$ cat src/rtl/kl_ucb_bisect_engine.sv
// ============================================================================
// Module   : kl_ucb_bisect_engine
// Brief    : Fixed-point KL-UCB upper-bound search by bisection against an
//            external KL-divergence comparator, with valid/ready on both ends.
// Revision : 1.0 - initial release
// ============================================================================
`default_nettype none

module kl_ucb_bisect_engine #(
  parameter int FRAC_W = 16,
  parameter int N_ITER = 16,
  parameter int EPS    = 0
) (
  input  logic            s_aclk,
  input  logic            s_aresetn,
  input  logic [FRAC_W:0] s_p_tdata,
  input  logic [FRAC_W:0] s_d_tdata,
  input  logic            s_tvalid,
  output logic            s_tready,
  output logic            kl_req_valid,
  input  logic            kl_req_ready,
  output logic [FRAC_W:0] kl_p,
  output logic [FRAC_W:0] kl_q,
  output logic [FRAC_W:0] kl_d,
  input  logic            kl_rsp_valid,
  input  logic            kl_rsp_le,
  output logic [FRAC_W:0] m_q_tdata,
  output logic [7:0]      m_iter,
  output logic            m_tvalid,
  input  logic            m_tready
);

  localparam int W = FRAC_W + 1;
  localparam logic [W-1:0]   ONE      = {1'b1, {FRAC_W{1'b0}}};
  localparam logic [2*W-1:0] ONE_WIDE = {{W{1'b0}}, ONE};
  localparam logic [W-1:0]   EPS_W    = W'(EPS);
  localparam logic [8:0]     N_ITER_X = 9'(N_ITER);

  typedef enum logic [2:0] {
    ST_IDLE = 3'd0,
    ST_INIT = 3'd1,
    ST_REQ  = 3'd2,
    ST_WAIT = 3'd3,
    ST_DONE = 3'd4
  } state_t;

  state_t       state_q, state_d;
  logic [W-1:0] p_q, p_d;
  logic [W-1:0] d_q, d_d;
  logic [W-1:0] lm_q, lm_d;
  logic [W-1:0] um_q, um_d;
  logic [7:0]   iter_q, iter_d;

  logic [W-1:0]   w_dh;
  logic [2*W-1:0] w_prod;
  logic [2*W-1:0] w_sum;
  logic [W-1:0]   w_um_init;
  logic [W-1:0]   w_mid;
  logic [W-1:0]   w_lm_new;
  logic [W-1:0]   w_um_new;
  logic [8:0]     w_iter_inc;

  // Initial upper bound: p + (d/2)^2, saturated at ONE; the wide sum cannot wrap.
  assign w_dh      = d_q >> 1;
  assign w_prod    = {{W{1'b0}}, w_dh} * {{W{1'b0}}, w_dh};
  assign w_sum     = {{W{1'b0}}, p_q} + (w_prod >> FRAC_W);
  assign w_um_init = (w_sum > ONE_WIDE) ? ONE : w_sum[W-1:0];

  // floor((um + lm) / 2) without a carry bit
  assign w_mid      = (um_q >> 1) + (lm_q >> 1) + W'(um_q[0] & lm_q[0]);
  assign w_lm_new   = kl_rsp_le ? w_mid : lm_q;
  assign w_um_new   = kl_rsp_le ? um_q  : w_mid;
  assign w_iter_inc = {1'b0, iter_q} + 9'd1;

  always_ff @(posedge s_aclk or negedge s_aresetn) begin
    if (!s_aresetn) begin
      state_q <= ST_IDLE;
      p_q     <= '0;
      d_q     <= '0;
      lm_q    <= '0;
      um_q    <= '0;
      iter_q  <= '0;
    end else begin
      state_q <= state_d;
      p_q     <= p_d;
      d_q     <= d_d;
      lm_q    <= lm_d;
      um_q    <= um_d;
      iter_q  <= iter_d;
    end
  end

  always_comb begin
    state_d      = state_q;
    p_d          = p_q;
    d_d          = d_q;
    lm_d         = lm_q;
    um_d         = um_q;
    iter_d       = iter_q;
    s_tready     = 1'b0;
    kl_req_valid = 1'b0;
    kl_p         = '0;
    kl_q         = '0;
    kl_d         = '0;
    m_q_tdata    = '0;
    m_iter       = '0;
    m_tvalid     = 1'b0;

    case (state_q)
      ST_IDLE: begin
        s_tready = 1'b1;
        if (s_tvalid) begin
          p_d     = (s_p_tdata > ONE) ? ONE : s_p_tdata;
          d_d     = s_d_tdata;
          state_d = ST_INIT;
        end
      end
      ST_INIT: begin
        lm_d   = p_q;
        um_d   = w_um_init;
        iter_d = '0;
        if (((w_um_init - p_q) <= EPS_W) || (N_ITER == 0)) state_d = ST_DONE;
        else                                                state_d = ST_REQ;
      end
      ST_REQ: begin
        kl_req_valid = 1'b1;
        kl_p         = p_q;
        kl_q         = w_mid;
        kl_d         = d_q;
        if (kl_req_ready) state_d = ST_WAIT;
      end
      ST_WAIT: begin
        if (kl_rsp_valid) begin
          lm_d   = w_lm_new;
          um_d   = w_um_new;
          iter_d = iter_q + 8'd1;
          if ((w_iter_inc == N_ITER_X) || ((w_um_new - w_lm_new) <= EPS_W)) state_d = ST_DONE;
          else                                                             state_d = ST_REQ;
        end
      end
      ST_DONE: begin
        m_tvalid  = 1'b1;
        m_q_tdata = um_q;
        m_iter    = iter_q;
        if (m_tready) state_d = ST_IDLE;
      end
      default: state_d = ST_IDLE;
    endcase
  end

endmodule

`default_nettype wire

$ cat config.mk
export PLATFORM = sky130hd
export DESIGN_NAME = kl_ucb_bisect_engine
export DESIGN_NICKNAME = d
export VERILOG_FILES = /design/src/rtl/kl_ucb_bisect_engine.sv
export SDC_FILE = /design/constraint.sdc
export NUM_CORES = 1
export LEC_CHECK = 0
export BUFFER_PORTS_ARGS = -buffer_cell sky130_fd_sc_hd__buf_4
export CORE_AREA = 10 10 200 202
export DETAILED_ROUTE_END_ITERATION = 7
export DIE_AREA = 0 0 210 212
export GPL_ROUTABILITY_DRIVEN = 0
export PLACE_DENSITY = 0.59
export REMOVE_ABC_BUFFERS = 1
export SLEW_MARGIN = 20
export SYNTH_ARGS = -nofsm -noshare
export SYNTH_HDL_FRONTEND = slang
export SYNTH_SLANG_ARGS = --single-unit
export TNS_END_PERCENT = 5
$ cat constraint.sdc
create_clock -name s_aclk -period 30.8 [get_ports s_aclk]
set_clock_uncertainty 0.2 [all_clocks]
set_input_delay 6.16 -clock s_aclk [delete_from_list [all_inputs] [get_ports s_aclk]]
set_output_delay 6.16 -clock s_aclk [all_outputs]
set_load 0.01 [all_outputs]
Word level (Yosys, flattened, before mapping). Index checks and enable logic that the tools add are counted.

$add $sub $neg: 7. $mul: 1. Order comparisons: 4. Equality and inequality tests: 9. Muxes and demuxes: 25. Bitwise gates (word level): 1. Reduce and logical (&&, ||, !) cells: 6.

Operators with widths (number): 2-to-1 mux 17 bit (10); one-hot mux 17 bit (2 select lines) (2); less-or-equal comparator 17 x 1 -> 1 bit (second input constant) (2); subtractor 17 bit (2); multiplier 16 x 16 -> 32 bit (1); adder 17 x 16 -> 18 bit (1); > comparator 18 x 17 -> 1 bit (second input constant) (1); 2-to-1 mux 3 bit (6); adder 16 x 16 -> 17 bit (1); adder 17 x 1 -> 17 bit (1); > comparator 17 bit (second input constant) (1); 2-to-1 mux 8 bit (2); one-hot mux 8 bit (2 select lines) (1); one-hot mux 3 bit (5 select lines) (1); adder 8 x 1 -> 9 bit (second input constant) (1); equality test 9 x 5 -> 1 bit (second input constant) (1); adder 8 x 1 -> 8 bit (second input constant) (1); inequality test 2 bit (second input constant) (4); equality test 3 x 2 -> 1 bit (second input constant) (2); AND reduction 2 bit (2); AND reduction 4 bit (1); equality test 3 x 1 -> 1 bit (second input constant) (1); equality test 3 bit (second input constant) (1); logical NOT 3 bit (1); other kinds (4) (6).

Flip-flop bits (word level): 79. Input bits: 41. Logic and storage cells: 59.

Logic depth before layout (Yosys ltp). Gate-level depths: netlist (run 1).

Depth in word-level cells: 9. Mapped depth: 55.

Least setup slack after synthesis (run 1). No wires, ideal clock.

Path type: flip-flop to flip-flop. Start point: register d_q[9]. End point: register state_q[2]. Setup time: 0.080 ns. Arrival time: 11.102 ns. Data required time: 30.520 ns. Setup slack: 19.418 ns. Cell stages (with the launch flop): 52. Path buffers: 4. Clock period less this slack: 11.382 ns. Cells stage by stage: dfrtp_1 > clkbuf_1 > nand2_1 > inv_1 > fa_1 > inv_1 > fa_1 > inv_1 > fa_1 > inv_1 > fa_1 > inv_1 > fa_1 > inv_1 > fa_1 > inv_1 > ha_1 > and4_1 > (+16 left out) > nor4b_2 > a21oi_1 > clkbuf_1 > nor2b_1 > ha_1 > clkbuf_1 > nor2b_1 > o21ai_0 > o21ai_0 > a2111oi_0 > o2111a_1 > nand3_1 > a311oi_1 > o2111ai_1 > a2111oi_2 > o2111ai_1 > o41a_1 > o22ai_2.

Cells in the longest elaborated chain, start to end: 8.

Ends and longest elaborated chain: start: declaration (RTL line 49) `logic [W-1:0] d_q, d_d;`; start signal: assignment (RTL line 79) `d_q <= '0;`; start signal: assignment (RTL line 86) `d_q <= d_d;`; multiplier 16 x 16 -> 32 bit (*) (RTL line 65) `assign w_prod = {{W{1'b0}}, w_dh} * {{W{1'b0}}, w_dh};`; adder 17 x 16 -> 18 bit (*) (RTL line 66) `assign w_sum = {{W{1'b0}}, p_q} + (w_prod >> FRAC_W);`; > comparator 18 x 17 -> 1 bit (RTL line 67) `assign w_um_init = (w_sum > ONE_WIDE) ? ONE : w_sum[W-1:0];`; 2-to-1 mux 17 bit (*) (RTL line 67); subtractor 17 bit (*) (RTL line 122) `if (((w_um_init - p_q) <= EPS_W) || (N_ITER == 0)) state_d = ST_DONE;`; less-or-equal comparator 17 x 1 -> 1 bit (*) (RTL line 122); 2-to-1 mux 3 bit (*) (RTL line 122); one-hot mux 3 bit (5 select lines) (*) (RTL line 109) `case (state_q)`; end signal: assignment (RTL line 84) `state_q <= state_d;`; end: declaration (RTL line 47) `state_t state_q, state_d;`.

Mark *: on every way between the ends. The rest lies on a longest branch, timed or not. A chain may end at the register's enable or synchronous reset.

Worst setup path after layout (run 1). Same ends and word-level chain as after synthesis.

==> out/metrics.yaml, run 1 <==
finish:
  drive_above_1_share_pct: 10.81
  area_growth_pct: 11.59
  final_common_cell: "inv_1"
  layout.nets: 2151
  final_cell_mix: "270 x inv_1, 180 x nand2_1, 166 x ha_1"
  fin_util_pct: 43.74
  n_antenna_cell: 0
  multiInputGateArea_mm2: 0.01093
  ff_latch_area_mm2: 0.001977
  fillers: 3644
floorplanning:
  die_x_um: 210
  boundaryPins: 120
  initial_core_util_pct: 39.20
  core_mm2: 0.03608
  dieHeight_um: 212
  die_area_mm2: 0.04452
  fp-row-count: 70
placement:
  io_buffers: 119
  dp_hpwl_um: 32710
  dpl_worst_slack_ns: 17.58
cts:
  cts_setup_buffers: 0
  clock_path_buffers: 2
  cts_tree: "yes"
  htree_levels: 3
  clkSinkCount: 79
  cts_buffers: 9
  cts-root-buf: "clkbuf_16"
  cts_hold_buf: 0
  cts_resized: 0
  clock_latency_ns: 0.38
  clk_pin_slew_ns: 0.07
route:
  route.detailed.drc: 0
  num_vias: 12120
  ant_nets: 0
  wl_per_cell_um: 17.75
  drt_first_pass_iters: 5
  routed_wl_um: 40010
  vias_per_cell: 5.378
  drt-initial-drc-count: 1010
timing:
  final.setup.tns_ns: 0
  hold_viol_final: 0
  setup-violations-final: 0
  clock.fmax_mhz: 76.63
  tightestPinTransition_ns: 0.9240
  fin_crit_sh_pct: 42.37
  report.final.slew_viol_count: 0
  holdWs_ns: 0.3011
  setup_ws_ns: 17.75
  layout_min_cycle_time_ns: 13.05
  slew_headroom_pct: 38.33
  rsz0062_at_grt: "false"
yosys:
  ys_seq_area_share_pct: 13.97
  synth_area_mm2: 0.01415
  yosys_warnings: 0
  synth_top_flop_cell: "dfrtp_1"
  syn-mean-instance-area_um2: 8.287
  ys_ff_latch: 79
  synth_edf_count: 0
  synthArstFlopShare_pct: 100.0
  synth_cell_types: 75
  synthCells: 1707
global_route:
  grt_usage_pct: 18.26
  grt_overflow: 0
  grt_max_degree: 61
  grt_first_pass_wirelength_um: 65870
  antenna_found_initial: 1
  grt_pass1_vias: 12310
critical_path:
  cp.arrival_ns: 13.14
  cp_slowest_cell: "dfrtp_1"
  crit_type: "reg2reg"
  cpMostUsedCell: "inv_1"
  required_ns: 30.89
  critPathMaxStageDelay_ns: 0.66
  cp-end-kind: "flip-flop"
  crit_fanout: 18
  critPathLaunchType: "flip-flop"
min_path:
  hp-class: "reg2reg"
outcome:
  status: "finished clean"
flow_run:
  cap_violations: 0
[Yosys cell counts (3+ instances only)]
| library cell | count | share of area, % |
|---|---|---|
| nor3b_1 | 7 | 0.37 |
| inv_1 | 270 | 7.2 |
| nand4_1 | 6 | 0.27 |
| o2111ai_1 | 4 | 0.25 |
| and3_1 | 36 | 1.6 |
| nand2_1 | 181 | 4.8 |
| o21a_1 | 12 | 0.64 |
| or2_2 | 10 | 0.44 |
| nor3_1 | 30 | 1.1 |
| o211ai_1 | 6 | 0.32 |
| mux2i_1 | 10 | 0.71 |
| o21ai_0 | 111 | 3.9 |
| o211a_1 | 3 | 0.21 |
| a31o_2 | 4 | 0.25 |
| a31oi_1 | 22 | 0.97 |
| nor4_1 | 11 | 0.49 |
| o221ai_1 | 4 | 0.25 |
| xor2_1 | 25 | 1.5 |
| o22ai_1 | 10 | 0.44 |
| mux2_2 | 22 | 1.8 |
| dfrtp_1 | 79 | 14 |
| nor2b_1 | 13 | 0.57 |
| a21oi_1 | 64 | 2.3 |
| and2_1 | 70 | 3.1 |
| a2111oi_0 | 8 | 0.50 |
| ha_1 | 166 | 15 |
| o21bai_1 | 4 | 0.21 |
| nand3_1 | 17 | 0.60 |
| o21ai_1 | 4 | 0.14 |
| nor2_1 | 132 | 3.5 |
| a211oi_1 | 5 | 0.27 |
| a311oi_1 | 3 | 0.19 |
| fa_1 | 163 | 23 |
| a21o_1 | 20 | 1.1 |
| xnor2_1 | 30 | 1.9 |
| or4_1 | 3 | 0.16 |
| or3_1 | 6 | 0.27 |
| nand3b_1 | 3 | 0.16 |
| a22o_1 | 16 | 0.99 |
| nand2b_1 | 10 | 0.44 |
| clkbuf_1 | 65 | 1.7 |
[per-stage QoR]
stage | instance area (µm²) | cells
final | 15790 | 2254
after global routing | 15790 | 2254
after CTS | 15780 | 2254
after detailed placement | 15470 | 2238
after global placement | 15470 | 2238
after floorplan | 13900 | 1641
[flip-flops by register name, summed over array words and instances (netlist names)]
signal / flops
d_q: 17
iter_q: 8
lm_q: 17
p_q: 17
state_q: 3
um_q: 17
[final timing paths]
check / startpoint / endpoint / slack, ns / depth (start not counted)
setup / recovery: d_q[9] / state_q[2] / 17.75 / 48
hold / removal: d_q[0] / d_q[0] / 0.30 / 1
setup reg to reg: d_q[9] / state_q[2] / 17.75 / 48
hold reg to reg: d_q[0] / d_q[0] / 0.30 / 1
max in group asynchronous: s_aresetn / d_q[8] / 23.79 / 2
min in group asynchronous: s_aresetn / iter_q[4] / 5.46 / 1
[critical path, delay by kind of cell (launching register included)]
kind,cells,cell delay (ns)
AO/OA/AOI/OAI,23,6.16
adder cells (fa/ha/maj),9,4.22
AND/OR/NAND/NOR,8,1.17
flip-flops,1,0.66
buffers and inverters,7,0.38
XOR/XNOR,1,0.14
[cell families (layout without fill, tap and decap cells)]
kind of cell	count (synthesis)	count (layout)	share of synthesized area (%)
adder cells (fa/ha/maj)	329	329	37.75
AO/OA/AOI/OAI	332	332	15.09
XOR/XNOR	55	55	3.405
AND/OR/NAND/NOR	544	544	18.41
flip-flops	79	79	13.97
buffers and inverters	336	415	8.916
multiplexers	32	32	2.459
[final cells by class]
| class | instances | share of cell area, % |
|---|---|---|
| Inverter | 270 | 6.420 |
| Clock inverter | 6 | 0.5390 |
| Timing Repair Buffer | 129 | 6.135 |
| Sequential cell | 79 | 12.52 |
| Tap cell | 468 | 3.710 |
| Multi-Input combinational cell | 1292 | 69.22 |
| Clock buffer | 10 | 1.451 |
[metal layers]
metal | global-route usage [%] | vias up | part of all wire, % | wire [µm]
met5 | 0 | - | 0 | 0
met4 | 3.597 | 0 | 1.6 | 621
met3 | 3.316 | 48 | 5.4 | 2164
met2 | 30.02 | 323 | 47 | 18780
met1 | 24.64 | 5919 | 46 | 18440
li1 | - | 5832 | - | -
Power of run 1 is left out: the tool's default activity adds up to more than one toggle a clock period on the data nets, which glitch-free logic cannot reach.
==> run 2: changes to the inputs <==
--- a/config.mk
+++ b/config.mk
@@ -10,7 +10,7 @@
 export DETAILED_ROUTE_END_ITERATION = 7
 export DIE_AREA = 0 0 210 212
 export GPL_ROUTABILITY_DRIVEN = 0
-export PLACE_DENSITY = 0.59
+export PLACE_DENSITY = 0.61
 export REMOVE_ABC_BUFFERS = 1
 export SLEW_MARGIN = 20
 export SYNTH_ARGS = -nofsm -noshare
==> constraint.sdc (replaced) <==
create_clock -name s_aclk -period 11.7 [get_ports s_aclk]
set_clock_uncertainty 0.2 [all_clocks]
set_input_delay 2.34 -clock s_aclk [delete_from_list [all_inputs] [get_ports s_aclk]]
set_output_delay 2.34 -clock s_aclk [all_outputs]
set_load 0.01 [all_outputs]
==> run 2 against run 1 <==
First-iteration DRC count shrank 25%. Largest cell class unchanged. Critical endpoint unchanged. Sequential share of layout area shrank 0.48 points. Setup slack lost 17 ns. Critical path depth grew 3.
==> out/metrics.yaml, run 2 (synthesis results as in run 1) <==
critical_path:
  reg2reg_setup_slack_ns: 0.34
  cp.arrival_ns: 11.46
  crit_type: "reg2reg"
  cpMostUsedCell: "fa_1"
  rr_startpoint: "d_q[2]"
  critPathLaunchType: "flip-flop"
  r2r-end: "state_q[2]"
  crit_fanout: 5
  r2r_cells: 51
  critPathMaxStageDelay_ns: 0.55
  required_ns: 11.79
  cp_slowest_cell: "fa_1"
  cp-end-kind: "flip-flop"
finish:
  multiInputGateArea_mm2: 0.01118
  final_area_mm2: 0.01648
  ff_latch_area_mm2: 0.001984
  drive_above_1_share_pct: 16.26
  n_antenna_cell: 0
  layout.nets: 2204
  area_growth_pct: 16.50
  fin_util_pct: 45.67
  final_common_cell: "inv_1"
  fillers: 3498
  final_cell_mix: "265 x inv_1, 178 x nand2_1, 174 x buf_4"
timing:
  clock.fmax_mhz: 87.99
  tightestPinTransition_ns: 0.9812
  layout_min_cycle_time_ns: 11.36
  slew_headroom_pct: 34.35
  fin_crit_sh_pct: 97.14
  report.final.slew_viol_count: 0
  setup-violations-final: 0
  rsz0062_at_grt: "true"
  hold_viol_final: 0
floorplanning:
  core_mm2: 0.03608
  die_x_um: 210
  fp-row-count: 70
  dieHeight_um: 212
  die_area_mm2: 0.04452
  boundaryPins: 120
  initial_core_util_pct: 39.20
flow_run:
  cap_violations: 0
placement:
  post_dp_cell_area_mm2: 0.01570
  io_buffers: 119
  dp_hpwl_um: 32990
min_path:
  hold_end: "d_q[0]"
  holdPathStages: 1
  hp-class: "reg2reg"
  hold_start: "d_q[0]"
global_route:
  grt_first_pass_wirelength_um: 66130
  antenna_found_initial: 1
  grt_usage_pct: 18.25
  grt_overflow: 0
  grt_pass1_vias: 12270
  grt_max_degree: 59
route:
  routed_wl_um: 40540
  wl_per_cell_um: 17.57
  ant_nets: 0
  route.detailed.drc: 0
  num_vias: 12320
  vias_per_cell: 5.339
  drt_first_pass_iters: 5
  drt-initial-drc-count: 754
cts:
  clk_pin_slew_ns: 0.07
  cts_buffers: 9
  cts_hold_buf: 0
  cts_tree: "yes"
  cts-root-buf: "clkbuf_16"
  clkSinkCount: 79
  clock_path_buffers: 2
  htree_levels: 3
  clock_latency_ns: 0.37
outcome:
  status: "finished clean"
## run 2: worst max-delay path by stage
stage               startpoint          to  slack [ns]
floorplan               d_q[9]  state_q[2]        0.35
global placement        d_q[9]  state_q[2]        0.28
detailed placement      d_q[9]  state_q[2]       -0.02
CTS                     d_q[9]  state_q[2]        0.05
global route            d_q[2]  state_q[2]       -0.19
finish                  d_q[2]  state_q[2]        0.34
## run 2: routing by layer
| layer | wire [µm] | GRT usage, % |
|---|---|---|
| met2 | 19020 | 29.70 |
| met4 | 733 | 3.696 |
| met5 | 13 | 0 |
| met3 | 1808 | 2.627 |
| met1 | 18970 | 25.28 |
## run 2: critical path, delay by kind of cell, from the launching register on
kind                     cells  cell delay, ns
flip-flops                   1            0.39
buffers and inverters        9            0.76
AO/OA/AOI/OAI               25            5.29
XOR/XNOR                     1            0.09
adder cells (fa/ha/maj)      9            3.77
AND/OR/NAND/NOR              7            0.79
## run 2: area by class of cell
cell class,count,share of cell area [%]
timing repair buffer,182,8.488
sequential,79,12.04
tap,468,3.553
multi-input combinational,1292,67.85
clock buffer,10,1.450
inverter,270,6.195
clock inverter,6,0.4176
## run 2: timing repair
action                                  4_1_cts  5_1_grt
pin swaps                                     0       41
buffers inserted                              0       23
endpoints found under the setup margin        2        2
cloned                                        0        1
resized for setup                             3       76
## run 2: per-stage QoR
step                setup TNS (ns)  hold WS, ns  worst slack (ns)  instances
finish                           0       0.3057            0.3351       2307
global route               -0.2462       0.3334           -0.1878       2307
CTS                              0       0.3053           0.05420       2283
detailed placement        -0.01918       0.2903          -0.01918       2267
global placement                 0       0.2759            0.2804       2267
floorplan                        0       0.2594            0.3474       1641
Power of run 2 is left out for the same reason.
